`config.mk`:
```
export PLATFORM = sky130hd
export DESIGN_NAME = spi_scheduler_flat
export DESIGN_NICKNAME = d
export VERILOG_FILES = /design/src/rtl/spi_scheduler_pkg.sv /design/src/rtl/spi_scheduler_if.sv /design/src/rtl/spi_scheduler_poll_timer.sv /design/src/rtl/spi_scheduler.sv /design/src/flat_wrapper.sv
export SDC_FILE = /design/constraint.sdc
export NUM_CORES = 1
export LEC_CHECK = 0
export BUFFER_PORTS_ARGS = -buffer_cell sky130_fd_sc_hd__buf_4
export CAP_MARGIN = 5
export CORE_AREA = 3 3 247 201
export CTS_CLUSTER_SIZE = 30
export DETAILED_ROUTE_END_ITERATION = 16
export DIE_AREA = 0 0 250 204
export PLACE_DENSITY = 0.79
export SLEW_MARGIN = 20
export SYNTH_ARGS = -nofsm -noshare
export SYNTH_HDL_FRONTEND = slang
export SYNTH_SLANG_ARGS = --single-unit
```
`constraint.sdc`:
```
create_clock -name clk_i -period 8.7 [get_ports clk_i]
set_input_delay 2.61 -clock clk_i [delete_from_list [all_inputs] [get_ports clk_i]]
set_output_delay 2.61 -clock clk_i [all_outputs]
set_load 0.01 [all_outputs]
```
`src/rtl/spi_scheduler_pkg.sv`:
```
// Shared types and constants for the SPI transaction scheduler.
//   state_t    : scheduler FSM states
//   owner_t    : who issued the transaction in flight (CPU or status poll)
//   DEF_*      : default datagram / chip-select widths and poll datagram
//   ABORT_RESP : response handed to the CPU when a transaction is aborted
package spi_sched_pkg;

    localparam int DEF_SIZE     = 40;
    localparam int DEF_CS_WIDTH = 4;

    // Driver status read, sent on every autonomous poll
    localparam logic [DEF_SIZE-1:0] DEF_POLL_WORD = 40'h6F_0000_0000;
    localparam logic [DEF_SIZE-1:0] ABORT_RESP    = '1;

    typedef enum logic [2:0] {
        ST_IDLE,
        ST_ACCEPT,
        ST_XFER,
        ST_DONE,
        ST_ABORT
    } state_t;

    typedef enum logic {
        OWN_CPU,
        OWN_POLL
    } owner_t;

endpackage

```
`src/rtl/spi_scheduler_if.sv`:
```
// Bundle of every scheduler signal except clock and reset.
//   CPU side : poll_en_i, req_i/req_data_i/req_cs_i/req_ready_o,
//              resp_valid_o/resp_data_o, rd_idx_i/rd_data_o, fault_o, timeout_o
//   SPI side : spi_data_o, spi_cs_o, spi_send_o, spi_rst_o, spi_ready_i, spi_data_i
// slave modport is the scheduler view; master is the surrounding system.
interface spi_scheduler_if
    import spi_sched_pkg::*;
#(
    parameter int SIZE     = DEF_SIZE,
    parameter int CS_WIDTH = DEF_CS_WIDTH,
    parameter int NUM_CS   = 12
);
    logic                poll_en_i;
    logic                req_i;
    logic [SIZE-1:0]     req_data_i;
    logic [CS_WIDTH-1:0] req_cs_i;
    logic                req_ready_o;
    logic                resp_valid_o;
    logic [SIZE-1:0]     resp_data_o;
    logic [CS_WIDTH-1:0] rd_idx_i;
    logic [SIZE-1:0]     rd_data_o;
    logic [NUM_CS-1:0]   fault_o;
    logic                timeout_o;
    logic [SIZE-1:0]     spi_data_o;
    logic [CS_WIDTH-1:0] spi_cs_o;
    logic                spi_send_o;
    logic                spi_rst_o;
    logic                spi_ready_i;
    logic [SIZE-1:0]     spi_data_i;

    modport slave (
        input  poll_en_i, req_i, req_data_i, req_cs_i, rd_idx_i, spi_ready_i, spi_data_i,
        output req_ready_o, resp_valid_o, resp_data_o, rd_data_o, fault_o, timeout_o,
               spi_data_o, spi_cs_o, spi_send_o, spi_rst_o
    );

    modport master (
        output poll_en_i, req_i, req_data_i, req_cs_i, rd_idx_i, spi_ready_i, spi_data_i,
        input  req_ready_o, resp_valid_o, resp_data_o, rd_data_o, fault_o, timeout_o,
               spi_data_o, spi_cs_o, spi_send_o, spi_rst_o
    );

endinterface

```
`src/rtl/spi_scheduler_poll_timer.sv`:
```
// Poll tick generator: free-running divider 0..POLL_DIV-1 with a saturating
// pending flag. Ports: clk_i, rst_i (sync, active-high), en_i (counter runs,
// low holds counter at 0 and drops pending), clr_i (pending consumed),
// pending_o (a poll is owed).
module poll_timer #(
    parameter int POLL_DIV = 25000
) (
    input  logic clk_i,
    input  logic rst_i,
    input  logic en_i,
    input  logic clr_i,
    output logic pending_o
);
    localparam int CW = (POLL_DIV > 1) ? $clog2(POLL_DIV) : 1;
    localparam logic [CW-1:0] C_LAST = CW'(POLL_DIV - 1);

    logic [CW-1:0] r_cnt;
    logic          r_pending;
    logic          w_tick;

    assign w_tick    = (r_cnt == C_LAST);
    assign pending_o = r_pending;

    always_ff @(posedge clk_i) begin
        if (rst_i || !en_i) begin
            r_cnt     <= '0;
            r_pending <= 1'b0;
        end else begin
            r_cnt <= w_tick ? '0 : r_cnt + 1'b1;
            // A tick landing on the same cycle as a consume owes a fresh poll
            if (w_tick)
                r_pending <= 1'b1;
            else if (clr_i)
                r_pending <= 1'b0;
        end
    end

endmodule

```
`src/rtl/spi_scheduler.sv`:
```
// Shares one SPI master between CPU transactions and a round-robin status
// poll of NUM_CS stepper drivers. CPU requests have strict priority; a poll
// tick that loses arbitration stays pending. Poll responses fill a status
// buffer and a per-driver fault vector; a stuck phase is aborted after
// TIMEOUT cycles, resetting the SPI master.
// Ports: clk_i, rst_i (sync, active-high), bus (spi_scheduler_if.slave:
// CPU request/response, status buffer read, fault/timeout flags, SPI master
// control and return data).
module spi_scheduler
    import spi_sched_pkg::*;
#(
    parameter int              SIZE       = DEF_SIZE,
    parameter int              NUM_CS     = 12,
    parameter int              CS_WIDTH   = DEF_CS_WIDTH,
    parameter int              POLL_DIV   = 25000,
    parameter logic [SIZE-1:0] POLL_WORD  = DEF_POLL_WORD,
    parameter int              TIMEOUT    = 4096,
    parameter logic [7:0]      FAULT_MASK = 8'h03
) (
    input  logic           clk_i,
    input  logic           rst_i,
    spi_scheduler_if.slave bus
);
    localparam int TW = (TIMEOUT > 1) ? $clog2(TIMEOUT) : 1;
    localparam logic [TW-1:0]       T_LAST    = TW'(TIMEOUT - 1);
    localparam logic [CS_WIDTH-1:0] PTR_LAST  = CS_WIDTH'(NUM_CS - 1);
    localparam logic [CS_WIDTH:0]   IDX_LIMIT = (CS_WIDTH + 1)'(NUM_CS);

    state_t              r_state, w_next;
    owner_t              r_owner;
    logic [TW-1:0]       r_tcnt;
    logic [SIZE-1:0]     r_spi_data, r_resp_data, r_rd_data;
    logic [CS_WIDTH-1:0] r_spi_cs, r_ptr;
    logic                r_resp_valid, r_timeout;
    logic [NUM_CS-1:0]   r_fault;
    logic [SIZE-1:0]     r_buf [NUM_CS];

    logic                w_take_cpu, w_take_poll, w_pending, w_phase_expired;
    logic                w_buf_we, w_fault_bit, w_idx_ok;
    logic [CS_WIDTH-1:0] w_ptr_next;

    poll_timer #(.POLL_DIV(POLL_DIV)) u_poll_timer (
        .clk_i     (clk_i),
        .rst_i     (rst_i),
        .en_i      (bus.poll_en_i),
        .clr_i     (w_take_poll),
        .pending_o (w_pending)
    );

    assign bus.req_ready_o  = (r_state == ST_IDLE);
    assign bus.spi_send_o   = (r_state == ST_ACCEPT);
    assign bus.spi_rst_o    = rst_i || (r_state == ST_ABORT);
    assign bus.resp_valid_o = r_resp_valid;
    assign bus.resp_data_o  = r_resp_data;
    assign bus.rd_data_o    = r_rd_data;
    assign bus.fault_o      = r_fault;
    assign bus.timeout_o    = r_timeout;
    assign bus.spi_data_o   = r_spi_data;
    assign bus.spi_cs_o     = r_spi_cs;

    assign w_buf_we    = (r_state == ST_DONE) && (r_owner == OWN_POLL);
    assign w_ptr_next  = (r_ptr == PTR_LAST) ? '0 : r_ptr + 1'b1;
    assign w_fault_bit = |(bus.spi_data_i[SIZE-1 -: 8] & FAULT_MASK);
    assign w_idx_ok    = ({1'b0, bus.rd_idx_i} < IDX_LIMIT);

    always_ff @(posedge clk_i) begin
        if (rst_i)
            r_state <= ST_IDLE;
        else
            r_state <= w_next;
    end

    always_comb begin
        w_next          = r_state;
        w_take_cpu      = 1'b0;
        w_take_poll     = 1'b0;
        w_phase_expired = (r_tcnt == T_LAST);
        case (r_state)
            ST_IDLE: begin
                if (bus.req_i) begin
                    w_take_cpu = 1'b1;
                    w_next     = ST_ACCEPT;
                end else if (w_pending) begin
                    w_take_poll = 1'b1;
                    w_next      = ST_ACCEPT;
                end
            end
            // ready dropping means the master latched the datagram and started
            ST_ACCEPT: begin
                if (!bus.spi_ready_i)
                    w_next = ST_XFER;
                else if (w_phase_expired)
                    w_next = ST_ABORT;
            end
            ST_XFER: begin
                if (bus.spi_ready_i)
                    w_next = ST_DONE;
                else if (w_phase_expired)
                    w_next = ST_ABORT;
            end
            ST_DONE:  w_next = ST_IDLE;
            ST_ABORT: w_next = ST_IDLE;
            default:  w_next = ST_IDLE;
        endcase
    end

    // Per-phase watchdog, restarted on every state change
    always_ff @(posedge clk_i) begin
        if (rst_i || (w_next != r_state))
            r_tcnt <= '0;
        else if ((r_state == ST_ACCEPT) || (r_state == ST_XFER))
            r_tcnt <= r_tcnt + 1'b1;
    end

    always_ff @(posedge clk_i) begin
        if (rst_i) begin
            r_owner      <= OWN_CPU;
            r_spi_data   <= '0;
            r_spi_cs     <= '0;
            r_ptr        <= '0;
            r_resp_valid <= 1'b0;
            r_resp_data  <= '0;
            r_timeout    <= 1'b0;
            r_fault      <= '0;
            r_rd_data    <= '0;
            for (int k = 0; k < NUM_CS; k++)
                r_buf[k] <= '0;
        end else begin
            r_resp_valid <= 1'b0;

            if (w_take_cpu) begin
                r_spi_data <= bus.req_data_i;
                r_spi_cs   <= bus.req_cs_i;
                r_owner    <= OWN_CPU;
            end else if (w_take_poll) begin
                r_spi_data <= POLL_WORD;
                r_spi_cs   <= r_ptr;
                r_owner    <= OWN_POLL;
            end

            case (r_state)
                ST_DONE: begin
                    if (r_owner == OWN_CPU) begin
                        r_resp_valid <= 1'b1;
                        r_resp_data  <= bus.spi_data_i;
                    end else begin
                        r_buf[r_ptr]   <= bus.spi_data_i;
                        r_fault[r_ptr] <= w_fault_bit;
                        r_ptr          <= w_ptr_next;
                    end
                end
                // Aborted poll skips its driver so one dead chip cannot stall the sweep
                ST_ABORT: begin
                    r_timeout <= 1'b1;
                    if (r_owner == OWN_CPU) begin
                        r_resp_valid <= 1'b1;
                        r_resp_data  <= ABORT_RESP[SIZE-1:0];
                    end else begin
                        r_ptr <= w_ptr_next;
                    end
                end
                default: ;
            endcase

            // Forward a same-cycle buffer write so the reader never sees stale data
            if (!w_idx_ok)
                r_rd_data <= '0;
            else if (w_buf_we && (bus.rd_idx_i == r_ptr))
                r_rd_data <= bus.spi_data_i;
            else
                r_rd_data <= r_buf[bus.rd_idx_i];
        end
    end

endmodule

```
`src/flat_wrapper.sv`:
```
// flat-port wrapper written by rule: the top's interface ports become plain ports
module spi_scheduler_flat import spi_sched_pkg::*;
#(
    parameter int              SIZE       = DEF_SIZE,
    parameter int              NUM_CS     = 12,
    parameter int              CS_WIDTH   = DEF_CS_WIDTH,
    parameter int              POLL_DIV   = 25000,
    parameter logic [SIZE-1:0] POLL_WORD  = DEF_POLL_WORD,
    parameter int              TIMEOUT    = 4096,
    parameter logic [7:0]      FAULT_MASK = 8'h03
)
  (clk_i, rst_i, bus_poll_en_i, bus_req_i, bus_req_data_i, bus_req_cs_i, bus_rd_idx_i, bus_spi_ready_i, bus_spi_data_i, bus_req_ready_o, bus_resp_valid_o, bus_resp_data_o, bus_rd_data_o, bus_fault_o, bus_timeout_o, bus_spi_data_o, bus_spi_cs_o, bus_spi_send_o, bus_spi_rst_o);
  spi_scheduler_if #(.SIZE(SIZE), .CS_WIDTH(CS_WIDTH), .NUM_CS(NUM_CS)) bus_i ();
  input  logic clk_i;
  input  logic rst_i;
  input wire logic [$bits(bus_i.poll_en_i)-1:0] bus_poll_en_i;
  input wire logic [$bits(bus_i.req_i)-1:0] bus_req_i;
  input wire logic [$bits(bus_i.req_data_i)-1:0] bus_req_data_i;
  input wire logic [$bits(bus_i.req_cs_i)-1:0] bus_req_cs_i;
  input wire logic [$bits(bus_i.rd_idx_i)-1:0] bus_rd_idx_i;
  input wire logic [$bits(bus_i.spi_ready_i)-1:0] bus_spi_ready_i;
  input wire logic [$bits(bus_i.spi_data_i)-1:0] bus_spi_data_i;
  output wire logic [$bits(bus_i.req_ready_o)-1:0] bus_req_ready_o;
  output wire logic [$bits(bus_i.resp_valid_o)-1:0] bus_resp_valid_o;
  output wire logic [$bits(bus_i.resp_data_o)-1:0] bus_resp_data_o;
  output wire logic [$bits(bus_i.rd_data_o)-1:0] bus_rd_data_o;
  output wire logic [$bits(bus_i.fault_o)-1:0] bus_fault_o;
  output wire logic [$bits(bus_i.timeout_o)-1:0] bus_timeout_o;
  output wire logic [$bits(bus_i.spi_data_o)-1:0] bus_spi_data_o;
  output wire logic [$bits(bus_i.spi_cs_o)-1:0] bus_spi_cs_o;
  output wire logic [$bits(bus_i.spi_send_o)-1:0] bus_spi_send_o;
  output wire logic [$bits(bus_i.spi_rst_o)-1:0] bus_spi_rst_o;
  assign bus_i.poll_en_i = bus_poll_en_i;
  assign bus_i.req_i = bus_req_i;
  assign bus_i.req_data_i = bus_req_data_i;
  assign bus_i.req_cs_i = bus_req_cs_i;
  assign bus_i.rd_idx_i = bus_rd_idx_i;
  assign bus_i.spi_ready_i = bus_spi_ready_i;
  assign bus_i.spi_data_i = bus_spi_data_i;
  assign bus_req_ready_o = bus_i.req_ready_o;
  assign bus_resp_valid_o = bus_i.resp_valid_o;
  assign bus_resp_data_o = bus_i.resp_data_o;
  assign bus_rd_data_o = bus_i.rd_data_o;
  assign bus_fault_o = bus_i.fault_o;
  assign bus_timeout_o = bus_i.timeout_o;
  assign bus_spi_data_o = bus_i.spi_data_o;
  assign bus_spi_cs_o = bus_i.spi_cs_o;
  assign bus_spi_send_o = bus_i.spi_send_o;
  assign bus_spi_rst_o = bus_i.spi_rst_o;
  spi_scheduler #(.SIZE(SIZE), .NUM_CS(NUM_CS), .CS_WIDTH(CS_WIDTH), .POLL_DIV(POLL_DIV), .POLL_WORD(POLL_WORD), .TIMEOUT(TIMEOUT), .FAULT_MASK(FAULT_MASK)) u_core (.clk_i(clk_i), .rst_i(rst_i), .bus(bus_i));
endmodule
```
==> results.py, run 1 <==
metrics = {
    "outcome": {
        "status": "complete, no violations",
    },
    "timing": {
        "tightest_slew_ns": 1.043,
        "fmax_ghz": 0.1601,
        "final.min_clock_period_ns": 6.247,
        "grt_setup_unrepaired": "false",
        "fin_hold_ws_ns": 0.4640,
        "setup_viol_count_final": 0,
        "maxSlewViolCount": 0,
        "fin_setup_tns_ns": 0,
        "fin_skew_ns": 0.01118,
        "period_share_pct": 71.80,
        "finalHoldViolCount": 0,
        "slew_headroom_pct": 30.20,
    },
    "finish": {
        "fin_area_um2": 32510,
        "multi_input_area_um2": 9577,
        "antenna_cells": 0,
        "seqCellArea_um2": 18020,
        "fillers": 3172,
        "layout-drive-gt1-share_pct": 22.73,
        "fin_nets": 2330,
        "syn2layout_area_growth_pct": 14.98,
        "final_core_util_pct": 69.19,
    },
    "pwr": {
        "ir_drop_v": 0.0001593,
        "total_power_w": 0.006659,
        "powerDensity_nw_per_um2": 204.8,
        "power.leakage_nw": 12.35,
    },
    "route": {
        "routed.top_layer": "met4",
        "drt_first_pass_iters": 5,
        "route.vias.total": 18693,
        "vias_per_cell": 6.439,
        "wl_met3_mm": 9.214,
        "drt-total-wl_mm": 77.53,
        "drt_iter0_drc": 2428,
        "antenna_left": 0,
        "detail_route.wl_per_cell_um": 26.71,
        "drc": 0,
        "wl_met2_mm": 36.83,
        "met1_length_mm": 29.58,
    },
    "clock_tree": {
        "clock-sinks": 658,
        "postCtsHoldBufs": 0,
        "post_cts_resized": 0,
        "h-tree-depth": 2,
        "clkLatencyLatePin_ns": 0.63,
        "numCtsBuffers": 61,
        "cts_tree": "yes",
        "clk_pin_slew_worst_paths_ns": 0.06,
        "postCtsSetupBuffers": 0,
        "root_buffer": "clkbuf_16",
        "clockBufferDepth": 3,
    },
    "yosys": {
        "synthArstFlopShare_pct": 0,
        "synth-edff-count": 484,
        "ys_seq_area_share_pct": 63.72,
        "ys.warnings.count": 0,
        "syn_nets": 2195,
        "yosysTopAreaCell": "edfxtp_1",
        "ys_seq_elements": 658,
        "syn_avg_cell_area_um2": 13.49,
        "yosysUniqueCellTypes": 56,
        "synth_common_cells": "edfxtp_1 (484), and2_1 (367), clkbuf_1 (175)",
        "synthTopCellsByArea": "edfxtp_1 (51%), dfxtp_1 (12%), mux4_2 (9.6%), and2_1 (8.1%), and3_1 (2.7%)",
        "netlist_area_um2": 28280,
        "netlist.area_leader.share_pct": 51.40,
        "syn_inst": 2096,
        "synth_flop_cell": "edfxtp_1",
        "yosysMostFrequentCell": "edfxtp_1",
    },
    "setup_path": {
        "critPathTopFamily": "buffers and inverters",
        "setup.worst_path.end_class": "output pin",
        "path_cells": "buf_4 -> inv_1 -> buf_4 -> nand2_1 -> buf_4",
        "crit_top_cell": "buf_4",
        "critPathMaxStageDelay_ns": 0.41,
        "critPathMaxFanout": 32,
        "criticalPathCategory": "in2out",
        "crit_buf_inv": 4,
        "cp-start-kind": "input port",
        "cp_data_required_time_ns": 6.09,
        "worstPathArrival_ns": 3.64,
        "crit_slowest_cell": "buf_4",
    },
    "hold_path": {
        "min_path_type": "reg2reg",
    },
    "global_routing": {
        "grt_pass1_wl_mm": 116.8,
        "grt_usage_pct": 30.37,
        "globalRouteOverflowTotal": 0,
        "grt_pass1_vias": 19139,
        "grt_max_degree": 124,
        "grt_antenna_before_repair": 1,
    },
    "placed_design": {
        "dp_hpwl_mm": 41.73,
        "dpl_cell_area_um2": 30540,
        "portBuffers": 233,
        "gp_congestion": 0.8468,
    },
    "run": {
        "drv_cap": 0,
    },
    "die": {
        "start_util_pct": 60.17,
        "dieHeight_um": 204,
        "die_w_um": 250,
        "coreArea_um2": 46990,
        "dieArea_um2": 51000,
        "top_level_ports": 234,
        "rows": 71,
    },
}
layout by cell type, fill, tap and decap left out, types with 4 or more instances in the layout:
cell	n
nor3_1	5
o21ai_4	12
nand3_1	9
edfxtp_1	484
inv_1	24
a21oi_1	17
a211oi_1	41
o31ai_1	4
nor2_1	156
nand4_1	43
clkbuf_8	11
clkinv_1	12
bufinv_16	4
mux4_2	121
clkinv_2	9
or3_1	10
ha_1	6
nor2b_1	5
and3_1	123
clkbuf_16	61
dfxtp_1	174
clkbuf_1	16
o2bb2ai_1	12
or4_1	4
o22ai_1	6
nor3b_1	5
and2_1	367
xor2_1	6
nand2b_1	44
a22oi_1	34
nor2_2	4
buf_4	273
nand2_1	20
o21ai_0	58
xnor2_1	14
o221ai_1	39
layer usage:
layer | vias up | GRT usage, %
met5 | - | 0
met4 | 0 | 9.432
met3 | 147 | 7.176
met2 | 1165 | 48.54
met1 | 9372 | 41.96
li1 | 8009 | -
layout make-up:
class | instances | share of cell area [%]
flip-flops and latches | 658 | 55.41
multi-input cells | 1209 | 29.45
repair buffers | 276 | 6.427
clock buffers | 89 | 5.341
well taps | 620 | 2.386
clock inverters | 26 | 0.6888
inverters | 25 | 0.2886
metrics by stage:
stage	worst slack, ns	cells
6_report	2.453	2903
3_5_place_dp	2.464	2788
5_1_grt	2.390	2903
3_3_place_gp	2.466	2787
4_1_cts	2.461	2903
2_1_floorplan	2.739	2096
sequential cells by signal, indices dropped and copies added, names as in the netlist:
signal                         count
u_core.r_ptr                       4
u_core.u_poll_timer.r_cnt         15
u_core.r_tcnt                     12
u_core.u_poll_timer.pending_o      1
u_core.r_state                     3
u_core.r_buf                     484
u_core.bus.rd_data_o              40
u_core.r_owner                     1
u_core.bus.spi_data_o             40
u_core.bus.timeout_o               1
u_core.bus.resp_valid_o            1
u_core.bus.fault_o                12
u_core.bus.resp_data_o            40
u_core.bus.spi_cs_o                4
final timing paths:
| path | slack, ns | end | cells past startpoint | start |
|---|---|---|---|---|
| worst max-delay path | 2.45 | bus_spi_rst_o | 5 | rst_i |
| worst min-delay path | 0.46 | u_core.bus.fault_o[7] | 2 | u_core.bus.fault_o[7] |
| worst min register to register | 0.46 | u_core.bus.fault_o[7] | 2 | u_core.bus.fault_o[7] |
| worst max register to register | 5.12 | u_core.r_buf[1][6] | 5 | u_core.r_ptr[0] |
report_power, final:
part | internal (W) | leakage (nW) | total (W) | switching [W]
registers | 0.00347 | 6.41 | 0.00351 | 0.0000461
clock network | 0.00150 | 0.969 | 0.00265 | 0.00116
logic | 0.000199 | 4.97 | 0.000492 | 0.000293
total | 0.00516 | 12.3 | 0.00666 | 0.00150
cells by family after synthesis:
kind of cell / share of synthesized area [%]
mux: 9.823
simple gates: 16.73
flops: 63.72
compound gates: 5.668
buf+inv: 3.181
xor+xnor: 0.6195
fa+ha+maj: 0.2655
worst reg2reg max path: cells and delay by family (launching register included):
kind | cells | cell delay (ns)
buffers and inverters | 2 | 1.10
and+or+nand+nor | 1 | 0.44
adders and majority gates | 1 | 0.21
AOI/OAI and AO/OA | 1 | 0.91
DFF | 1 | 0.55
(Power assumes the default switching activity.)
==> run 2: changes to the inputs <==
--- a/config.mk
+++ b/config.mk
@@ -5,13 +5,14 @@
 export SDC_FILE = /design/constraint.sdc
 export NUM_CORES = 1
 export LEC_CHECK = 0
+export ABC_AREA = 1
 export BUFFER_PORTS_ARGS = -buffer_cell sky130_fd_sc_hd__buf_4
 export CAP_MARGIN = 5
-export CORE_AREA = 3 3 247 201
+export CORE_AREA = 3 3 268 217
 export CTS_CLUSTER_SIZE = 30
 export DETAILED_ROUTE_END_ITERATION = 16
-export DIE_AREA = 0 0 250 204
-export PLACE_DENSITY = 0.79
+export DIE_AREA = 0 0 271 220
+export PLACE_DENSITY = 0.74
 export SLEW_MARGIN = 20
 export SYNTH_ARGS = -nofsm -noshare
 export SYNTH_HDL_FRONTEND = slang
==> constraint.sdc (replaced) <==
create_clock -name clk_i -period 5.5 [get_ports clk_i]
set_input_delay 1.65 -clock clk_i [delete_from_list [all_inputs] [get_ports clk_i]]
set_output_delay 1.65 -clock clk_i [all_outputs]
set_load 0.01 [all_outputs]
==> run 2 against run 1 <==
Sequential power increased by 64%. Largest power group unchanged. Die area increased by 17%. Synthesized cell count increased by 50%. Sequential cell count increased by 24. Core utilization decreased by 8.5 points. Highest routed layer unchanged.
==> results.py, run 2 <==
metrics = {
    "outcome": {
        "status": "complete, no violations",
    },
    "route": {
        "drt_first_pass_iters": 8,
        "detail_route.wl_per_cell_um": 20.93,
        "route.vias.total": 23447,
        "antenna_left": 0,
        "drc": 0,
        "drt-total-wl_mm": 84.41,
        "drt_iter0_drc": 3153,
        "vias_per_cell": 5.812,
    },
    "hold_path": {
        "hold_end": "u_core.bus.timeout_o",
        "hold_start": "u_core.bus.timeout_o",
        "min_path_type": "reg2reg",
        "min_path_cells": 2,
    },
    "die": {
        "dieArea_um2": 59620,
        "start_util_pct": 53.01,
        "die_w_um": 271,
        "top_level_ports": 234,
        "dieHeight_um": 220,
        "rows": 77,
        "coreArea_um2": 55400,
    },
    "yosys": {
        "synthTopCellsByArea": "edfxtp_1 (52%), nor2_1 (13%), dfxtp_1 (12%), o21ai_0 (5.2%), nand2_1 (4.6%)",
        "syn_inst": 3135,
        "ys.warnings.count": 0,
        "ys_seq_elements": 682,
        "synth_flop_cell": "edfxtp_1",
        "syn_nets": 3234,
        "netlist_area_um2": 29370,
        "yosysUniqueCellTypes": 36,
        "synth-edff-count": 508,
        "synthArstFlopShare_pct": 0,
        "netlist.area_leader.share_pct": 51.95,
        "synth_common_cells": "nor2_1 (1004), edfxtp_1 (508), nand2_1 (359)",
        "yosysMostFrequentCell": "nor2_1",
        "yosysTopAreaCell": "edfxtp_1",
        "ys_seq_area_share_pct": 63.81,
        "syn_avg_cell_area_um2": 9.367,
    },
    "clock_tree": {
        "postCtsHoldBufs": 0,
        "numCtsBuffers": 68,
        "postCtsSetupBuffers": 0,
        "clock-sinks": 682,
        "cts_tree": "yes",
        "h-tree-depth": 3,
        "clkLatencyLatePin_ns": 0.60,
        "post_cts_resized": 0,
        "clk_pin_slew_worst_paths_ns": 0.06,
        "root_buffer": "clkbuf_16",
        "clockBufferDepth": 3,
    },
    "placed_design": {
        "gp_congestion": 0.8736,
        "dp_slack_ns": 1.283,
        "dp_hpwl_mm": 49.78,
        "portBuffers": 233,
    },
    "setup_path": {
        "cp-start-kind": "input port",
        "worstPathArrival_ns": 2.41,
        "crit_top_cell": "buf_4",
        "criticalPathCategory": "in2out",
        "critPathMaxStageDelay_ns": 0.46,
        "r2r-start": "u_core.r_state[2]",
        "crit_slowest_cell": "buf_4",
        "cp_data_required_time_ns": 3.85,
        "ff2ff_setup_slack_ns": 2.52,
        "critPathMaxFanout": 37,
        "setup.worst_path.end_class": "output pin",
        "path_cells": "buf_4 -> inv_2 -> nand2_1 -> buf_4",
        "rr_worst_depth": 6,
        "r2r-end": "u_core.r_buf[8][31]",
    },
    "timing": {
        "fin_skew_ns": 0.02210,
        "maxSlewViolCount": 0,
        "tightest_slew_ns": 0.9530,
        "fmax_ghz": 0.2464,
        "slew_headroom_pct": 36.37,
        "fin_setup_tns_ns": 0,
        "finalHoldViolCount": 0,
        "setup_viol_count_final": 0,
        "finalWorstSetupSlack_ns": 1.441,
        "period_share_pct": 73.80,
        "grt_setup_unrepaired": "false",
        "final.min_clock_period_ns": 4.059,
    },
    "global_routing": {
        "grt_pass1_vias": 22617,
        "grt_pass1_wl_mm": 128.6,
        "grt_usage_pct": 27.84,
        "globalRouteOverflowTotal": 0,
        "grt_max_degree": 201,
        "grt_antenna_before_repair": 1,
    },
    "pwr": {
        "ir_drop_v": 0.0002147,
        "total_power_w": 0.01111,
        "power.leakage_nw": 13.40,
        "powerDensity_nw_per_um2": 330.7,
    },
    "finish": {
        "most-common-layout-cells": "nor2_1 (1003), edfxtp_1 (508), nand2_1 (346)",
        "layout-drive-gt1-share_pct": 12.61,
        "syn2layout_area_growth_pct": 14.42,
        "final_common_cell": "nor2_1",
        "largest_register_ffs": 508,
        "seqCellArea_um2": 18740,
        "top_register": "u_core.r_buf",
        "fillers": 4540,
        "antenna_cells": 0,
        "multi_input_area_um2": 9331,
        "fin_nets": 3331,
    },
    "run": {
        "drv_cap": 0,
    },
}
## run 2: logic make-up after synthesis
kind of cell / Yosys count / synth area share (%)
AND/OR/NAND/NOR: 1515 / 20.26
AO/OA/AOI/OAI: 579 / 10.67
adder cells (fa/ha/maj): 6 / 0.2556
flip-flops: 682 / 63.81
XOR/XNOR: 9 / 0.2684
buffers and inverters: 344 / 4.738
## run 2: area by class of cell
cell class	instances	area share, %
clock buffers	99	5.765
multi-input cells	2109	27.77
clock inverters	23	0.5325
inverters	95	1.076
repair buffers	276	6.290
well taps	750	2.793
flip-flops and latches	682	55.77
## run 2: per-stage QoR
step           hold slack (ns)  util (%)  std cells  instance area [um^2]
3_5_place_dp            0.4420     56.83       3912                 31480
3_3_place_gp            0.4300     56.83       3912                 31480
2_1_floorplan           0.4175         -       3135                 29370
6_report                0.4521     60.65       4034                 33600
4_1_cts                 0.4513     60.65       4034                 33600
5_1_grt                 0.4856     60.65       4034                 33600
## run 2: worst max-delay path by stage
stage,from,endpoint,slack (ns)
after global routing,rst_i,bus_spi_rst_o,1.42
after CTS,rst_i,bus_spi_rst_o,1.46
after global placement,rst_i,u_core.r_buf[10][28],1.34
after floorplan,rst_i,bus_spi_rst_o,1.28
after detailed placement,rst_i,u_core.r_buf[10][27],1.28
final,rst_i,bus_spi_rst_o,1.44
## run 2: power by group
group	total, W	internal (W)	switching (W)
clock	0.00451	0.00258	0.00192
combinational	0.000864	0.000260	0.000604
sequential	0.00574	0.00568	0.0000594
total	0.0111	0.00853	0.00258
## run 2: worst max-delay path, delay by kind of cell
kind,cells,cell delay [ns]
simple gates,1,0.09
buf+inv,3,0.65
## run 2: routing by layer
metal / global-route usage, % / wire [um] / up-vias / share of wire (%)
met2: 45.42 / 39370 / 1260 / 47
met3: 6.172 / 8931 / 203 / 11
met5: 0 / 0 / - / 0
met4: 10.64 / 3050 / 0 / 3.6
li1: - / - / 10694 / -
met1: 36.65 / 33060 / 11290 / 39
